`config.mk`:
```
export PLATFORM = sky130hd
export DESIGN_NAME = ready_done_sched
export DESIGN_NICKNAME = d
export VERILOG_FILES = /design/src/rtl/ready_done_sched_pkg.sv /design/src/rtl/ready_done_sched_rr_picker.sv /design/src/rtl/ready_done_sched.sv
export SDC_FILE = /design/constraint.sdc
export NUM_CORES = 1
export LEC_CHECK = 0
export CAP_MARGIN = 20
export CORE_UTILIZATION = 35
export CTS_CLUSTER_DIAMETER = 40
export DETAILED_ROUTE_END_ITERATION = 8
export PLACE_DENSITY_LB_ADDON = 0.05
export SYNTH_ARGS = -nofsm -noshare
export SYNTH_HDL_FRONTEND = slang
export SYNTH_SLANG_ARGS = --single-unit
export TNS_END_PERCENT = 1
```
`constraint.sdc`:
```
create_clock -name i_clock -period 3.19 [get_ports i_clock]
set_clock_uncertainty 0.2 [all_clocks]
set_input_delay 0.638 -clock i_clock [delete_from_list [all_inputs] [get_ports i_clock]]
set_output_delay 0.638 -clock i_clock [all_outputs]
set_load 0.02 [all_outputs]
```
`src/rtl/ready_done_sched_pkg.sv`:
```
// rtl/ready_done_sched_pkg.sv - state type and default parameters shared by ready_done_sched
package ready_done_sched_pkg;

    localparam int STATE_W         = 2;
    localparam int DEFAULT_N_REQ   = 4;
    localparam int DEFAULT_TIMEOUT = 64;

    typedef enum logic [STATE_W-1:0] {
        ST_IDLE  = 2'd0,
        ST_ISSUE = 2'd1,
        ST_WAIT  = 2'd2,
        ST_RESP  = 2'd3
    } state_t;

endpackage

```
`src/rtl/ready_done_sched_rr_picker.sv`:
```
// rtl/ready_done_sched_rr_picker.sv - round-robin winner selection starting after last_grant
module rr_picker #(
    parameter int N_REQ = 4,
    parameter int IDX_W = $clog2(N_REQ)
) (
    input  logic [N_REQ-1:0] i_req,
    input  logic [IDX_W-1:0] i_last_grant,
    output logic [IDX_W-1:0] o_winner,
    output logic             o_any
);

    // Walk the offsets from farthest to nearest so the nearest set bit is the last write.
    always_comb begin : pick
        logic [IDX_W-1:0] v_idx;
        v_idx    = '0;
        o_winner = '0;
        o_any    = 1'b0;
        for (int k = N_REQ; k >= 1; k--) begin
            v_idx = IDX_W'((int'(i_last_grant) + k) % N_REQ);
            if (i_req[v_idx]) begin
                o_winner = v_idx;
                o_any    = 1'b1;
            end
        end
    end

endmodule

```
`src/rtl/ready_done_sched.sv`:
```
// rtl/ready_done_sched.sv - round-robin scheduler sharing one ready/done unit among N_REQ requesters
// Optional WAIT abort after TIMEOUT cycles: define READY_DONE_SCHED_TIMEOUT_EN.
module ready_done_sched
    import ready_done_sched_pkg::*;
#(
    parameter int N_REQ   = DEFAULT_N_REQ,
    parameter int TIMEOUT = DEFAULT_TIMEOUT
) (
    input  logic             i_clock,
    input  logic             i_reset,
    input  logic [N_REQ-1:0] i_req,
    output logic [N_REQ-1:0] o_grant,
    output logic             o_unit_ready,
    input  logic             i_unit_output,
    input  logic             i_unit_done,
    output logic [N_REQ-1:0] o_resp_valid,
    output logic             o_resp_data,
    output logic             o_timeout
);

    localparam int IDX_W = $clog2(N_REQ);

    state_t           r_state;
    state_t           w_next_state;
    logic [IDX_W-1:0] r_winner;
    logic [IDX_W-1:0] r_last_grant;
    logic [IDX_W-1:0] w_pick;
    logic             w_any;
    logic             r_result;

`ifdef READY_DONE_SCHED_TIMEOUT_EN
    localparam int TMR_W = $clog2(TIMEOUT + 1);

    logic [TMR_W-1:0] r_timer;
    logic             r_timeout;
    logic             w_expired;

    assign w_expired = (r_timer == TMR_W'(TIMEOUT));
    assign o_timeout = (r_state == ST_RESP) && r_timeout;
`else
    logic w_unused_timeout;

    assign w_unused_timeout = (TIMEOUT > 0);
    assign o_timeout        = 1'b0;
`endif

    rr_picker #(
        .N_REQ (N_REQ),
        .IDX_W (IDX_W)
    ) u_rr_picker (
        .i_req        (i_req),
        .i_last_grant (r_last_grant),
        .o_winner     (w_pick),
        .o_any        (w_any)
    );

    always_comb begin
        w_next_state = r_state;
        o_grant      = '0;
        o_unit_ready = 1'b0;
        o_resp_valid = '0;
        o_resp_data  = 1'b0;
        case (r_state)
            ST_IDLE: begin
                if (w_any) begin
                    w_next_state = ST_ISSUE;
                end
            end
            ST_ISSUE: begin
                o_unit_ready      = 1'b1;
                o_grant[r_winner] = 1'b1;
                w_next_state      = ST_WAIT;
            end
            ST_WAIT: begin
                if (i_unit_done) begin
                    w_next_state = ST_RESP;
                end
`ifdef READY_DONE_SCHED_TIMEOUT_EN
                else if (w_expired) begin
                    w_next_state = ST_RESP;
                end
`endif
            end
            ST_RESP: begin
                o_resp_valid[r_winner] = 1'b1;
                o_resp_data            = r_result;
                w_next_state           = ST_IDLE;
            end
            default: w_next_state = ST_IDLE;
        endcase
    end

    always_ff @(posedge i_clock) begin
        if (i_reset) begin
            r_state      <= ST_IDLE;
            r_winner     <= '0;
            r_last_grant <= IDX_W'(N_REQ - 1);
            r_result     <= 1'b0;
`ifdef READY_DONE_SCHED_TIMEOUT_EN
            r_timer      <= '0;
            r_timeout    <= 1'b0;
`endif
        end else begin
            r_state <= w_next_state;
            if (r_state == ST_IDLE && w_any) begin
                r_winner <= w_pick;
            end
            if (r_state == ST_WAIT && i_unit_done) begin
                r_result <= i_unit_output;
            end
            if (r_state == ST_RESP) begin
                r_last_grant <= r_winner;
            end
`ifdef READY_DONE_SCHED_TIMEOUT_EN
            // Timer reads 0 on the first WAIT cycle; done beats expiry when both arrive together.
            if (r_state == ST_ISSUE) begin
                r_timer <= '0;
            end else if (r_state == ST_WAIT) begin
                r_timer <= r_timer + 1'b1;
            end
            if (r_state == ST_WAIT) begin
                if (i_unit_done) begin
                    r_timeout <= 1'b0;
                end else if (w_expired) begin
                    r_timeout <= 1'b1;
                    r_result  <= 1'b0;
                end
            end
`endif
        end
    end

endmodule

```
# Word level (Yosys, flattened, before mapping)
# Index checks and enable logic that the tools add are counted.
# Widths: inputs -> output; s select.
classes:
  addsub: 4
  magnitude_cmp: 6
  n_eq_ne: 5
  muxes: 25
  n_reduce_logical: 5
ops:
  columns: ["operator", "n"]
  rows:
  - ["$lt 2x3->1 const B", 5]
  - ["$mux 2", 6]
  - ["$mux 1", 11]
  - ["$bmux 1 s2", 4]
  - ["$mux 4", 2]
  - ["$pmux 2 s4", 1]
  - ["$add 2x1->2 const B", 2]
  - ["$add 2x2->2 const B", 2]
  - ["$eq 2x2->1 const B", 2]
  - ["$ne 2x2->1 const B", 2]
  - ["$logic_and 1x1->1", 3]
  - ["$demux 1 s2", 1]
  - ["$eq 2x1->1 const B", 1]
  - ["$ge 2x1->1 const B", 1]
  - ["$logic_not 2->1", 1]
  - ["$reduce_and 2->1", 1]
word_totals:
  reg_bits: 7
  input_bits: 8
  out_inout_bits: 11
  word_cells: 49

# Depth between registers and ports, before layout
# Gate-level depths: netlist of run 1.
depth:
  depth_word: 9
  ltp_mapped: 5
  depth_no_buf: 5

# Hierarchy
# From an unflattened synthesis of run 1, not the netlist that was laid out.
hier_totals:
  hier_cells: 64
  hier_area_um2: 530.5
by_module_without_submodules:
  columns: ["module", "instances", "cells_per_inst", "area_each_um2", "seq_area_each_um2"]
  rows:
  - ["ready_done_sched", 1, 50, 439.2, 140.1]
  - ["rr_picker", 1, 14, 91.3, 0.0]

# Worst setup path before layout of run 1
# Ideal clock, no wire load.
synth_timing:
  path_kind: "register -> output"
  start: "register r_state[1]"
  end: "output o_grant[0]"
  t_arrival_ns: 1.259
  required_ns: 2.352
  path_slack_ns: 1.093
  path_stages_with_launch: 4
  cell_sequence: "dfxtp_1 inv_1 ha_1 nor3b_1"
synth_between:
  elab_chain_cells: 2
synth_rtl:
  columns: ["item", "line", "source"]
  rows:
  - ["start: declaration", "ready_done_sched.sv:23", "state_t r_state;"]
  - ["start signal: assignment", "ready_done_sched.sv:104", "r_state <= w_next_state;"]
  - ["$eq 2x1->1", "ready_done_sched.sv:63", "case (r_state)"]
  - ["$mux 4", "ready_done_sched.sv:63", null]
  - ["end: declaration", "ready_done_sched.sv:12", "output logic [N_REQ-1:0] o_grant,"]
# Every way passes these cells.

# Worst setup path in the final report of run 1
layout_timing:
  start: "register r_state[0]"
  end: "output o_resp_valid[0]"
layout_between:
  elab_chain_cells: 2
layout_rtl:
  columns: ["item", "line", "source"]
  rows:
  - ["$eq 2x2->1", "ready_done_sched.sv:63", null]
  - ["$mux 4", "ready_done_sched.sv:63", null]
  - ["end: declaration", "ready_done_sched.sv:16", "output logic [N_REQ-1:0] o_resp_valid,"]
# Every way passes these cells.

==> results.cfg, run 1 <==
[timing]
finalCritPeriodShare = 0.8267
finalHoldViolations = 0
final-setup-viol-count = 0
layout_min_cycle_time_ns = 2.637
hold_ws_ns = 0.2610
report.final.slew_viol_count = 0
setup_tns_ns = 0
fmax_mhz = 379.2
unrepaired_setup_endpoints_after_global_routing = false

[logic_synthesis]
synth-warning-count = 0
netlist_area_before_placement_sq_um = 490.5
synth-seq-area-share = 0.2857
postSynthRegisterBits = 7
synth_area_per_cell_sq_um = 8.175
syn_nets = 72
syn-instance-count = 60
synth_cell_types = 28

[route]
drtAntennaViolNets = 0
initial_drt_pass_iterations = 4
routed_wire_per_std_cell_microns = 10.51
viasPerCell = 5.043
drc = 0
via_count = 474
drtIter0Drc = 5
route.final.wire_length_microns = 988

[power]
maximum_resistive_drop_on_vdd_mv = 0.3312
powerDensity_nw_per_um2 = 646.1
cellLeakagePower_uw = 0.0002990

[worst_setup_path]
worst-endpoint-required_ns = 2.35
cell_by_cell_listing_of_the_critical_path = ha_1 -> nor3b_1 -> clkdlybuf4s50_1
timing.critical_path.arrival_ns = 1.80
critical_path_peak_fanout = 7
critPathCaptureType = output port
path_class = flop to output port
critical_path.startpoint_type = flop
worst_path_largest_cell_delay_ns = 0.63
path_buf_inv = 1
worst_path_dominant_cell_family = buffers and inverters
slowest_stage_cell_on_the_critical_path = sky130_fd_sc_hd__clkdlybuf4s50_1

[global_routing]
grt_max_degree = 11
grt_pass1_vias = 337
grt_pass1_wl_mm = 1.462
globalRoute.totalOverflow = 0
grt_use_total = 0.1462
antenna_found_initial = 0

[cts]
clock-root-buffer = sky130_fd_sc_hd__clkbuf_4
cts-resized-gates = 0
cts_num_sinks = 7
tritoncts = done
tritoncts.num_buffers = 3
cts_hold_repair.buffers = 0
clock_tree.htree_level_count = 1
worstSkewPairLatency_ns = 0.26
clk_transition_reported_paths_ns = 0.06
cts.repair_timing.setup_buffer_count = 0
clockBufferDepth = 2

[finish]
final_nets = 92
final_layout_size_suffix_gt1_frac = 0.08861
filler_cell_count = 135
synthToLayoutAreaGrowth_pct = 41.58
diodes = 0

[placement]
io_buffers = 17
gp_congestion = 0.7361
dp_hpwl_microns = 755.9

[min_path]
hold_path_class = flop to flop

[die]
die_area_sq_um = 1555
initial_core_util = 0.3769
die_height_microns = 39.44
placement_rows = 13
floorplan.die.width_microns = 39.44
total_i_o_pin_count = 19
core_area_sq_um = 1301

[status]
status = finished clean

[flow_run]
cap_viol_max_count = 0
-- registers in the layout, summed over array words and instances, names as in the netlist --
name and flops:
r_state 2, r_result 1, r_winner 2, r_last_grant 2
-- where the power goes --
part / internal (uW) / total (uW) / switching (uW)
clock: 48.0 / 85.3 / 37.3
sequential: 113 / 148 / 34.8
combinational: 109 / 215 / 106
total: 271 / 449 / 178
-- Yosys cell counts --
library cell,instances,area [sq um]
sky130_fd_sc_hd__a21oi_1,2,10.01
sky130_fd_sc_hd__a2bb2oi_2,1,15.01
sky130_fd_sc_hd__a311oi_1,1,8.760
sky130_fd_sc_hd__and2_1,1,6.260
sky130_fd_sc_hd__and2b_2,1,8.760
sky130_fd_sc_hd__and3_1,2,12.51
sky130_fd_sc_hd__and3b_1,2,17.52
sky130_fd_sc_hd__buf_4,1,7.510
sky130_fd_sc_hd__clkbuf_1,1,3.750
sky130_fd_sc_hd__conb_1,1,3.750
sky130_fd_sc_hd__dfxtp_1,7,140.1
sky130_fd_sc_hd__ha_1,4,50.05
sky130_fd_sc_hd__inv_1,5,18.77
sky130_fd_sc_hd__mux2i_1,2,20.02
sky130_fd_sc_hd__nand2_1,8,30.03
sky130_fd_sc_hd__nand2b_1,1,6.260
sky130_fd_sc_hd__nand3_1,2,10.01
sky130_fd_sc_hd__nand3b_1,1,7.510
sky130_fd_sc_hd__nor2_1,4,15.01
sky130_fd_sc_hd__nor2b_1,3,18.77
sky130_fd_sc_hd__nor3b_1,2,15.01
sky130_fd_sc_hd__o211ai_1,1,7.510
sky130_fd_sc_hd__o21ai_0,2,10.01
sky130_fd_sc_hd__o21bai_1,1,7.510
sky130_fd_sc_hd__o221a_1,1,11.26
sky130_fd_sc_hd__o221a_2,1,11.26
sky130_fd_sc_hd__o22ai_1,1,6.260
sky130_fd_sc_hd__or4_4,1,11.26
-- cells in the final DEF (no fill, tap or decap), types with 3 or more instances in the layout --
cell type	netlist	routed
sky130_fd_sc_hd__clkbuf_4	0	3
sky130_fd_sc_hd__clkdlybuf4s50_1	0	17
sky130_fd_sc_hd__dfxtp_1	7	7
sky130_fd_sc_hd__ha_1	4	4
sky130_fd_sc_hd__inv_1	5	5
sky130_fd_sc_hd__nand2_1	8	8
sky130_fd_sc_hd__nor2_1	4	4
sky130_fd_sc_hd__nor2b_1	3	3
-- worst min-delay path, cell delays in order, from the launching register on --
cell                      delay, ns
sky130_fd_sc_hd__dfxtp_1       0.30
sky130_fd_sc_hd__nand2_1       0.05
sky130_fd_sc_hd__a21oi_1       0.06
-- final timing paths --
kind / from / to / slack, ns / depth (start not counted)
worst min-delay path: r_result$_SDFFE_PP0P_ / r_result$_SDFFE_PP0P_ / 0.26 / 2
worst max-delay path: r_state[0]$_SDFFE_PP0P_ / o_resp_valid[0] / 0.55 / 3
worst max register to register: r_state[0]$_SDFFE_PP0P_ / r_state[0]$_SDFFE_PP0P_ / 1.72 / 5
worst min register to register: r_result$_SDFFE_PP0P_ / r_result$_SDFFE_PP0P_ / 0.26 / 2
-- layout make-up --
type	count	area [sq um]	area share
Inverter	5	18.77	0.02703
Timing Repair Buffer	17	170.2	0.2450
Sequential cell	7	140.1	0.2018
Multi-Input combinational cell	46	320.3	0.4613
Tap cell	15	18.77	0.02703
Clock buffer	4	26.28	0.03784
-- through the flow --
step	cell area (sq um)	total power (uW)	cells	utilization	setup slack, ns
2_1_floorplan	490.5	291.7	60	-	1.093
3_3_place_gp	668.1	365.1	90	0.5135	0.7899
3_5_place_dp	668.1	365.1	90	0.5135	0.8037
4_1_cts	694.4	450.8	94	0.5337	0.5606
5_1_grt	694.4	478.4	94	0.5337	0.4835
6_report	694.4	448.6	94	0.5337	0.5527
-- cell families after synthesis --
family | Yosys count | share of synthesized area
simple gates | 28 | 0.3240
compound gates | 11 | 0.1786
buf+inv | 7 | 0.06123
flops | 7 | 0.2857
fa+ha+maj | 4 | 0.1020
mux | 2 | 0.04082
other cells | 1 | 0.007646
-- layer usage --
metal  wire (microns)  track usage  vias to the layer above
met5                0            0                        -
met4               34       0.1034                        0
met3               56      0.03409                        5
met2              386       0.1967                       20
met1              512       0.1986                      202
li1                 -            -                      247
Power figures use the tool's default switching activity.
==> run 2: changes to the inputs <==
==> constraint.sdc (replaced) <==
create_clock -name i_clock -period 2.7 [get_ports i_clock]
set_clock_uncertainty 0.2 [all_clocks]
set_input_delay 0.54 -clock i_clock [delete_from_list [all_inputs] [get_ports i_clock]]
set_output_delay 0.54 -clock i_clock [all_outputs]
set_load 0.02 [all_outputs]
==> results.cfg, run 2 (synthesis gave the netlist of run 1 again) <==
[timing]
setup_tns_ns = 0
finalCritPeriodShare = 0.9351
fmax_mhz = 396.1
final-setup-viol-count = 0
post-route-worst-setup-slack_ns = 0.1752
layout_min_cycle_time_ns = 2.525
finalHoldViolations = 0
report.final.slew_viol_count = 0
unrepaired_setup_endpoints_after_global_routing = false

[flow_run]
cap_viol_max_count = 0

[cts]
clock_tree.htree_level_count = 1
cts_num_sinks = 7
cts_hold_repair.buffers = 0
clock-root-buffer = sky130_fd_sc_hd__clkbuf_4
cts-resized-gates = 0
clk_transition_reported_paths_ns = 0.06
cts.repair_timing.setup_buffer_count = 0
tritoncts.num_buffers = 3
clockBufferDepth = 2
tritoncts = done
worstSkewPairLatency_ns = 0.25

[finish]
diodes = 0
final_area_sq_um = 694.4
multi_input_area_sq_um = 320.3
final_nets = 92
final_layout_size_suffix_gt1_frac = 0.08861
leading_registers_by_flop_count = r_last_grant x2, r_state x2, r_winner x2
seqCellArea_sq_um = 140.1
filler_cell_count = 129
synthToLayoutAreaGrowth_pct = 41.58
mostFrequentLayoutCells = 17 x sky130_fd_sc_hd__clkdlybuf4s50_1, 8 x sky130_fd_sc_hd__nand2_1, 7 x sky130_fd_sc_hd__dfxtp_1, 5 x sky130_fd_sc_hd__inv_1
final_common_cell = sky130_fd_sc_hd__clkdlybuf4s50_1
layoutNonFillerInstCount = 94

[global_routing]
groute.layer.met3.usage = 0.03409
grt_use_total = 0.1627
grt_use_met2 = 0.2336
antenna_found_initial = 0
groute.layer.met1.usage = 0.2158
grt_pass1_vias = 381
globalRoute.busiestLayer = met2
grt_pass1_wl_mm = 1.656
globalRoute.totalOverflow = 0
grt_max_degree = 11

[route]
routed_wire_per_std_cell_microns = 11.41
initial_drt_pass_iterations = 2
drtAntennaViolNets = 0
route.final.wire_length_mm = 1.073
drc = 0
drtIter0Drc = 7
via_count = 461
viasPerCell = 4.904

[worst_setup_path]
worst-endpoint-required_ns = 1.96
timing.critical_path.arrival_ns = 1.78
critical_path_peak_fanout = 7
reg2reg_depth = 5
path_class = flop to output port
critPathCaptureType = output port
critical_path.startpoint_type = flop

[placement]
dp_hpwl_microns = 822.4
place_area_sq_um = 668.1
io_buffers = 17
gp_congestion = 0.7364
pre_cts_ws_ns = 0.4102
placed_cells_incl_taps = 90

[min_path]
hold_depth = 2
hold_path_class = flop to flop

[die]
initial_core_util = 0.3769
floorplan.die.width_microns = 39.44
total_i_o_pin_count = 19
core_area_sq_um = 1301
die_area_sq_um = 1555
placement_rows = 13
die_height_microns = 39.44

[power]
cellLeakagePower_uw = 0.0002990
total_power_uw = 530.0
maximum_resistive_drop_on_vdd_mv = 0.4000
powerDensity_nw_per_um2 = 763.2

[status]
status = finished clean
-- run 2: cell counts in the layout (fill, tap and decap cells not counted) --
Identical to the previous run, type by type.
-- run 2: worst paths after layout --
kind / startpoint / to / slack, ns
max: r_state[0]$_SDFFE_PP0P_ / o_resp_valid[0] / 0.18
min: r_result$_SDFFE_PP0P_ / r_result$_SDFFE_PP0P_ / 0.25
max reg2reg: r_state[0]$_SDFFE_PP0P_ / r_state[0]$_SDFFE_PP0P_ / 1.24
min reg2reg: r_result$_SDFFE_PP0P_ / r_result$_SDFFE_PP0P_ / 0.25
-- run 2: worst max-delay path: stages, from the launching register on --
cell and delay [ns]:
sky130_fd_sc_hd__dfxtp_1 0.39, sky130_fd_sc_hd__ha_1 0.30, sky130_fd_sc_hd__nor3b_1 0.21, sky130_fd_sc_hd__clkdlybuf4s50_1 0.63
-- run 2: stage by stage --
stage                     hold slack [ns]    util
after global routing               0.2807  0.5337
after detailed placement           0.2513  0.5135
final                              0.2538  0.5337
after CTS                          0.2595  0.5337
after floorplan                    0.2257       -
after global placement             0.2541  0.5135
-- run 2: cell type report --
| cell class | instances | share of cell area |
|---|---|---|
| Inverter | 5 | 0.02703 |
| Sequential cell | 7 | 0.2018 |
| Tap cell | 15 | 0.02703 |
| Multi-Input combinational cell | 46 | 0.4613 |
| Timing Repair Buffer | 17 | 0.2450 |
| Clock buffer | 4 | 0.03784 |
-- run 2: report_power, final --
part           total, uW  switching (uW)  internal, uW  leakage [uW]
sequential           176            42.3           134     0.0000575
combinational        255             126           129      0.000227
clock               98.6            41.9          56.6     0.0000150
total                530             210           320      0.000299
-- run 2: layer usage --
layer,vias to the layer above,wire [microns]
li1,244,-
met1,200,559
met2,15,454
met3,2,48
met4,0,10
met5,-,0
==> run 3: changes to the inputs <==
--- a/config.mk
+++ b/config.mk
@@ -6,9 +6,10 @@
 export NUM_CORES = 1
 export LEC_CHECK = 0
 export CAP_MARGIN = 20
-export CORE_UTILIZATION = 35
+export CORE_AREA = 2 2 39 41
 export CTS_CLUSTER_DIAMETER = 40
 export DETAILED_ROUTE_END_ITERATION = 8
+export DIE_AREA = 0 0 41 43
 export PLACE_DENSITY_LB_ADDON = 0.05
 export SYNTH_ARGS = -nofsm -noshare
 export SYNTH_HDL_FRONTEND = slang
==> constraint.sdc (replaced) <==
create_clock -name i_clock -period 3 [get_ports i_clock]
set_clock_uncertainty 0.2 [all_clocks]
set_input_delay 0.6 -clock i_clock [delete_from_list [all_inputs] [get_ports i_clock]]
set_output_delay 0.6 -clock i_clock [all_outputs]
set_load 0.02 [all_outputs]
==> results.cfg, run 3 (synthesis gave the netlist of run 1 again) <==
[cts]
worstSkewPairLatency_ns = 0.26
cts.repair_timing.setup_buffer_count = 0
cts-resized-gates = 0
tritoncts = done
clockBufferDepth = 2
clk_transition_reported_paths_ns = 0.06
tritoncts.num_buffers = 3
cts_num_sinks = 7
cts_hold_repair.buffers = 0
clock-root-buffer = sky130_fd_sc_hd__clkbuf_4
clock_tree.htree_level_count = 1

[placement]
dp_hpwl_microns = 840.1
place_area_sq_um = 669.4
gp_congestion = 0.7584
io_buffers = 17

[worst_setup_path]
critical_path.startpoint_type = flop
slowest_stage_cell_on_the_critical_path = sky130_fd_sc_hd__clkdlybuf4s50_1
worst-endpoint-required_ns = 2.20
critical_path_peak_fanout = 7
worst_path_largest_cell_delay_ns = 0.63
cell_by_cell_listing_of_the_critical_path = ha_1 -> nor3b_1 -> clkdlybuf4s50_1
critPathCaptureType = output port
path_buf_inv = 1
worst_path_dominant_cell_family = buffers and inverters
path_class = flop to output port
timing.critical_path.arrival_ns = 1.78

[route]
route.final.wire_length_mm = 1.032
met3RoutedLength_microns = 69
via_count = 483
met1_length_microns = 444
initial_drt_pass_iterations = 5
detailroute.wirelength.met2_microns = 518
drtAntennaViolNets = 0
highest_layer = met3
routed_wire_per_std_cell_microns = 10.86
drtIter0Drc = 15
drc = 0
viasPerCell = 5.084

[power]
maximum_resistive_drop_on_vdd_mv = 0.3122
powerDensity_nw_per_um2 = 677.6
cellLeakagePower_uw = 0.0002990

[die]
core_area_sq_um = 1384
total_i_o_pin_count = 19
die_height_microns = 43
floorplan.die.width_microns = 41
die_area_sq_um = 1763
placement_rows = 14
initial_core_util = 0.3544

[finish]
synthToLayoutAreaGrowth_pct = 41.84
final_nets = 92
final_layout_size_suffix_gt1_frac = 0.08861
finalCoreUtilization = 0.5027
diodes = 0
final_common_cell = sky130_fd_sc_hd__clkdlybuf4s50_1
multi_input_area_sq_um = 320.3
seqCellArea_sq_um = 140.1
leading_registers_by_flop_count = r_last_grant x2, r_state x2, r_winner x2
filler_cell_count = 139
final_area_sq_um = 695.7
mostFrequentLayoutCells = 17 x sky130_fd_sc_hd__clkdlybuf4s50_1, 8 x sky130_fd_sc_hd__nand2_1, 7 x sky130_fd_sc_hd__dfxtp_1, 5 x sky130_fd_sc_hd__inv_1

[flow_run]
cap_viol_max_count = 0

[global_routing]
grt_use_total = 0.1573
globalRoute.totalOverflow = 0
grt_max_degree = 11
grt_pass1_vias = 415
antenna_found_initial = 0
grt_pass1_wl_mm = 1.794

[timing]
finalCritPeriodShare = 0.8605
report.final.slew_viol_count = 0
unrepaired_setup_endpoints_after_global_routing = false
hold_ws_ns = 0.2532
setup_tns_ns = 0
layout_min_cycle_time_ns = 2.581
fmax_mhz = 387.4
finalHoldViolations = 0
final-setup-viol-count = 0

[status]
status = finished clean

[min_path]
hold_path_class = flop to flop
==> run 3: stage by stage <==
step	std cells	setup WS (ns)	total power, uW
floorplan	60	0.9406	310.2
global placement	91	0.6357	386.8
detailed placement	91	0.6535	387.0
CTS	95	0.4089	478.4
global route	95	0.2777	518.4
finish	95	0.4185	471.4
==> run 3: metal layers <==
metal	GRT usage	vias up
met5	0	-
met4	0.08667	0
met3	0.07853	0
met2	0.2313	22
met1	0.1759	214
li1	-	247
==> run 3: path summary, 6_finish.rpt <==
check	from	endpoint	slack (ns)	cells past startpoint
min reg2reg	r_result$_SDFFE_PP0P_	r_result$_SDFFE_PP0P_	0.25	2
max reg2reg	r_state[0]$_SDFFE_PP0P_	r_state[1]$_SDFFE_PP0P_	1.51	5
min	r_result$_SDFFE_PP0P_	r_result$_SDFFE_PP0P_	0.25	2
max	r_state[0]$_SDFFE_PP0P_	o_resp_valid[0]	0.42	3
==> run 3: layout make-up <==
class / count / area share
clock buffer: 4 / 0.03777
inverter: 5 / 0.02698
multi-input combinational: 46 / 0.4604
sequential: 7 / 0.2014
tap: 16 / 0.02878
timing repair buffer: 17 / 0.2446
==> run 3: worst min-delay path, stage by stage (launching register included) <==
cell,delay [ns]
sky130_fd_sc_hd__dfxtp_1,0.31
sky130_fd_sc_hd__nand2_1,0.05
sky130_fd_sc_hd__a21oi_1,0.05
==> run 3: power by group <==
part | total [uW] | switching [uW] | internal [uW]
Clock | 88.4 | 37.5 | 51.0
Combinational | 226 | 111 | 116
Sequential | 157 | 36.1 | 121
